`src/rtl/ula_rr_scheduler.sv`:
```
// Round-robin scheduler sharing one sequential ULA between N_REQ requesters.
// One op in flight at a time; completion is the ULA valid pulse, bounded by a
// timeout; results go back over a registered valid/ready response channel.
module ula_rr_scheduler #(
  parameter int unsigned N_REQ   = 4,
  parameter int unsigned TIMEOUT = 15
) (
  input  logic                     clk,
  input  logic                     rst,
  input  logic [N_REQ-1:0]         req_valid,
  output logic [N_REQ-1:0]         req_ready,
  input  logic [4*N_REQ-1:0]       req_op,
  input  logic [16*N_REQ-1:0]      req_a,
  input  logic [16*N_REQ-1:0]      req_b,
  output logic [4:0]               ula_op_selector,
  output logic [15:0]              ula_data_a,
  output logic [15:0]              ula_data_b,
  input  logic                     ula_data_valid,
  input  logic [31:0]              ula_data_result,
  input  logic                     ula_data_carryout,
  output logic                     rsp_valid,
  input  logic                     rsp_ready,
  output logic [$clog2(N_REQ)-1:0] rsp_id,
  output logic [31:0]              rsp_result,
  output logic                     rsp_carry,
  output logic                     rsp_err,
  output logic                     rsp_timeout
);

  localparam int unsigned IdW      = $clog2(N_REQ);
  localparam logic [4:0]  OpUnused = 5'd0;
  localparam logic [7:0]  CntLast  = 8'(TIMEOUT - 1);

  typedef enum logic [1:0] {StIdle, StIssue, StWait, StResp} state_e;

  state_e           state_q;
  logic [IdW-1:0]   ptr_q;
  logic [7:0]       cnt_q;
  logic [15:0]      a_q, b_q;
  logic [IdW-1:0]   id_q;
  logic [4:0]       ula_op_q;
  logic             rsp_valid_q;
  logic [31:0]      result_q;
  logic             carry_q;
  logic             err_q;
  logic             timeout_q;

  logic             win_found;
  logic [IdW-1:0]   win_idx;
  int unsigned      cand;
  logic [3:0]       sel_op;
  logic [15:0]      sel_a, sel_b;
  logic             sel_illegal;

  // Winner: first pending request searching upward from ptr_q+1, with wrap.
  always_comb begin
    win_found = 1'b0;
    win_idx   = '0;
    cand      = 0;
    for (int unsigned k = 1; k <= N_REQ; k++) begin
      cand = (32'(ptr_q) + k) % N_REQ;
      if (!win_found && req_valid[IdW'(cand)]) begin
        win_found = 1'b1;
        win_idx   = IdW'(cand);
      end
    end
  end

  // Slot mux for the winner's op/operands and the legality check.
  always_comb begin
    sel_op      = req_op[win_idx*4 +: 4];
    sel_a       = req_a[win_idx*16 +: 16];
    sel_b       = req_b[win_idx*16 +: 16];
    sel_illegal = (sel_op == 4'd0) || (sel_op > 4'd8);
  end

  // Grant is only offered in IDLE and is held off while reset is asserted.
  always_comb begin
    req_ready = '0;
    if (state_q == StIdle && win_found && !rst) begin
      req_ready[win_idx] = 1'b1;
    end
  end

  // Control FSM; every output it drives is registered.
  always_ff @(posedge clk or posedge rst) begin
    if (rst) begin
      state_q     <= StIdle;
      ptr_q       <= IdW'(N_REQ - 1);
      cnt_q       <= '0;
      a_q         <= '0;
      b_q         <= '0;
      id_q        <= '0;
      ula_op_q    <= OpUnused;
      rsp_valid_q <= 1'b0;
      result_q    <= '0;
      carry_q     <= 1'b0;
      err_q       <= 1'b0;
      timeout_q   <= 1'b0;
    end else begin
      unique case (state_q)
        StIdle: begin
          if (win_found) begin
            a_q   <= sel_a;
            b_q   <= sel_b;
            id_q  <= win_idx;
            ptr_q <= win_idx;
            if (sel_illegal) begin
              // Illegal op never reaches the ULA.
              result_q    <= '0;
              carry_q     <= 1'b0;
              err_q       <= 1'b1;
              timeout_q   <= 1'b0;
              rsp_valid_q <= 1'b1;
              state_q     <= StResp;
            end else begin
              ula_op_q <= {1'b0, sel_op};
              state_q  <= StIssue;
            end
          end
        end
        StIssue: begin
          // Dropping the op after one cycle turns the sticky ULA valid into a pulse.
          ula_op_q <= OpUnused;
          cnt_q    <= '0;
          state_q  <= StWait;
        end
        StWait: begin
          if (ula_data_valid) begin
            result_q    <= ula_data_result;
            carry_q     <= ula_data_carryout;
            rsp_valid_q <= 1'b1;
            state_q     <= StResp;
          end else if (cnt_q == CntLast) begin
            result_q    <= '0;
            carry_q     <= 1'b0;
            timeout_q   <= 1'b1;
            rsp_valid_q <= 1'b1;
            state_q     <= StResp;
          end else begin
            cnt_q <= cnt_q + 8'd1;
          end
        end
        StResp: begin
          if (rsp_ready) begin
            rsp_valid_q <= 1'b0;
            err_q       <= 1'b0;
            timeout_q   <= 1'b0;
            state_q     <= StIdle;
          end
        end
        default: state_q <= StIdle;
      endcase
    end
  end

  assign ula_op_selector = ula_op_q;
  assign ula_data_a      = a_q;
  assign ula_data_b      = b_q;
  assign rsp_valid       = rsp_valid_q;
  assign rsp_id          = id_q;
  assign rsp_result      = result_q;
  assign rsp_carry       = carry_q;
  assign rsp_err         = err_q;
  assign rsp_timeout     = timeout_q;

endmodule

```
`config.mk`:
```
export PLATFORM = sky130hd
export DESIGN_NAME = ula_rr_scheduler
export DESIGN_NICKNAME = d
export VERILOG_FILES = /design/src/rtl/ula_rr_scheduler.sv
export SDC_FILE = /design/constraint.sdc
export NUM_CORES = 1
export LEC_CHECK = 0
export CORE_UTILIZATION = 47
export CTS_BUF_LIST = sky130_fd_sc_hd__clkbuf_4
export DETAILED_ROUTE_END_ITERATION = 10
export DONT_BUFFER_PORTS = 1
export PLACE_DENSITY = 0.72
export SYNTH_ARGS = -nofsm -noshare
export SYNTH_HDL_FRONTEND = slang
export SYNTH_SLANG_ARGS = --single-unit
```
`constraint.sdc`:
```
create_clock -name clk -period 3.13 [get_ports clk]
set_clock_uncertainty 0.05 [all_clocks]
set_input_delay 0.4695 -clock clk [delete_from_list [all_inputs] [get_ports clk]]
set_output_delay 0.4695 -clock clk [all_outputs]
set_load 0.05 [all_outputs]
```
==> reports/results.tsv <==
stage	metric	value	unit
yosys	post-synthesis sequential area ratio	40.5	%
global_route	met2 Usage GRT	37.2	%
cts	Post-CTS Resized	0	
sta	Hold Vio Cnt, Final	3	
global_route	global-route wire length before repair	19500	um
power_and_ir_drop	clock power share	10.1	%
global_route	vias in the first global route	3805	
sta	Final Cycle Share	90.9	%
routing	wire per inst	20.3	um
setup_path	Critical Path Sink Type	output port	
cts	clk_lat worst skew	0.44	ns
layout	commonest cells after routing, fill and taps aside	dfrtp_1, nand2_1, a211oi_1, mux2i_1, a21o_1	
layout	fin util	50.5	%
layout	fill cell count	1006	
layout	Finished Cell Area	0.00553	mm2
cts	H-tree lvl count	3	
die	Core Area	0.0109	mm2
die	number of I/O pins	264	
die	cell row count	38	
power_and_ir_drop	Switching Share	56.8	%
cts	CTS Hold Bufs	0	
cts	clock transition at the registers of the reported paths	0.14	ns
routing	Pre-Repair DR Iteration Count	5	
die	Initial Utilization	48.7	%
sta	max_slew headroom	41.4	%
layout	Synth-to-Final Area Change	3.76	%
power_and_ir_drop	PD cells	1260	mW/mm2
global_route	initial antenna violation count	0	
power_and_ir_drop	peak supply drop	0.578	mV
layout	most common cell after layout, fill and taps aside	dfrtp_1	
routing	vias	4047	
setup_path	Crit Path Max Fanout	12	
sta	final worst setup slack	0.286	ns
setup_path	Setup CP Type	flip-flop to output port	
yosys	Mapped Cells	525	
layout	layout cells sized above 1	14.9	%
placed_design	dpl ws	0.468	ns
yosys	asr flop ratio synth	100	%
setup_path	Critical Path AT	2.32	ns
cts	total CTS buffers	9	
routing	Routed Antenna Nets	0	
layout	Final nets	697	
power_and_ir_drop	leakage	2.46	nW
global_route	met1 Track Usage GR	26.3	%
worst_hold_path	Hold Path Class	input pin to asynchronous set/reset pin	
outcome	violated checks	negative hold slack	
routing	WL final	13200	um
outcome	outcome	finished, violations left	
global_route	met3 GRT Util	5.06	%
die	Die Y	108	um
global_route	GR Overflow Total	0	
yosys	Post-synth EDFFs	0	
die	Die ar.	0.0118	mm2
power_and_ir_drop	Internal	0.00301	W
sta	RSZ-0062 raised after global routing	no	
routing	DR DRC count	0	
placed_design	count of input and output buffers	0	
yosys	Yosys Warn Count	0	
power_and_ir_drop	Reg power frac	50.7	%
cts	Root Buffer	clkbuf_4	
placed_design	placed cell area	0.00537	mm2
sta	Fmax achieved	352	MHz
setup_path	Critical Path Source Type	flip-flop	
cts	clock tree buffer depth	2	
sta	setup violators final	0	
power_and_ir_drop	logic gate share of total power	39.2	%
die	Die Span X	108	um
layout	post-route insts no fill	650	
cts	Sink Count	86	
yosys	Distinct cells, synth	51	
yosys	syn avg cell area	10.1	um2
global_route	largest net degree at the start of global routing	62	
yosys	synthesized flop and latch total	86	
sta	actual slew at the worst max-slew pin	0.878	ns
sta	setup tns final	0	ns
routing	DRT iter0 DRCs	268	
global_route	GRT Util Overall	21.6	%
sta	Hold WS	-0.00687	ns
setup_path	Required @ worst endpoint	2.61	ns
sta	Final min period	2.84	ns
routing	routed vias/inst	6.23	
yosys	Synth Flop Type	dfrtp_1	
placed_design	HPWL Detailed	9900	um
yosys	cell area after synthesis	0.00533	mm2
yosys	Synthesized Nets	717	
power_and_ir_drop	sw power	0.00396	W
sta	Final Slew Violations	0	
placed_design	RePlAce Congestion	0.831	
global_route	gr busiest metal	met2	
cts	CTS tree	done	
run	Max Cap Viol	0	
cts	Post-CTS Setup Bufs	0	
placed_design	Placed Cells	634	
routing by layer:
metal	part of all wire (%)	up-vias
met1	41	1954
met3	6.9	31
met4	2.0	0
li1	-	1873
met2	50	189
met5	0	-
through the flow:
step           total power (W)  hold slack, ns
4_1_cts                0.00702         0.00371
3_3_place_gp           0.00617           0.442
5_1_grt                0.00737          0.0395
3_5_place_dp           0.00630           0.445
2_1_floorplan          0.00583           0.408
6_report               0.00697        -0.00687
kinds of logic after synthesis:
kind of cell / count (synthesis) / share of synthesized area, %
buffers and inverters: 52 / 5.66
flip-flops: 86 / 40.5
other: 1 / 0.0704
adder cells (fa/ha/maj): 7 / 1.64
multiplexers: 53 / 10.7
AO/OA/AOI/OAI: 159 / 25.2
XOR/XNOR: 10 / 1.64
AND/OR/NAND/NOR: 157 / 14.6
final timing paths:
kind | cells after the start | startpoint | slack [ns] | to
worst max-delay path | 5 | state_q[0] | 0.29 | req_ready[0]
worst min register to register | 2 | ptr_q[1] | 0.46 | ptr_q[1]
worst max register to register | 6 | ptr_q[0] | 0.48 | rsp_result[27]
worst min-delay path | 1 | rst | -0.007 | rsp_result[22]
min in group clk | 2 | ula_data_result[31] | 0.11 | rsp_result[31]
max in group asynchronous | 2 | rst | 2.23 | rsp_result[27]
synth_stat cells (6+ instances only):
cell      number  area (um2)
nor3_1         6        30.0
inv_1          6        22.5
clkbuf_1      20        75.1
nor2b_1       34         213
o21ai_0        8        40.0
mux2i_1       47         470
a211oi_1      67         503
nor2_1        13        48.8
o22ai_2       30         375
buf_6         11         124
nand2b_1       6        37.5
ha_1           7        87.6
nand2_1       74         278
a21o_1        35         263
buf_2         10        50.1
nand3_1        6        30.0
dfrtp_1       84        2100
layout make-up:
cell class,instances,area (um2),share of cell area (%)
Tap cell,140,175,3.17
Sequential cell,86,2150,39.0
Timing Repair Buffer,15,125,2.26
Multi-Input combinational cell,387,2890,52.3
Inverter,6,23.8,0.430
Clock inverter,6,86.3,1.56
Antenna cell,1,2.50,0.0453
Clock buffer,9,67.6,1.22
registers in the layout, summed over array words and instances, names as in the netlist:
register	cells
cnt_q	8
ptr_q	2
rsp_carry	1
rsp_err	1
rsp_id	2
rsp_result	32
rsp_timeout	1
rsp_valid	1
state_q	2
ula_data_a	16
ula_data_b	16
ula_op_selector	4
power by group through the flow:
stage	combinational, W	clock (W)	sequential [W]
finish	0.00273	0.000706	0.00353
global route	0.00301	0.000777	0.00358
CTS	0.00274	0.000733	0.00354
detailed placement	0.00274	0	0.00356
global placement	0.00262	0	0.00355
floorplan	0.00242	0	0.00341
worst max-delay path, cell delays in order (launching register included):
cell	delay (ns)
dfrtp_1	0.43
inv_1	0.14
ha_1	0.43
nand2b_2	0.29
nor2_1	0.22
and3b_2	0.38
Power figures use the tool's default switching activity.
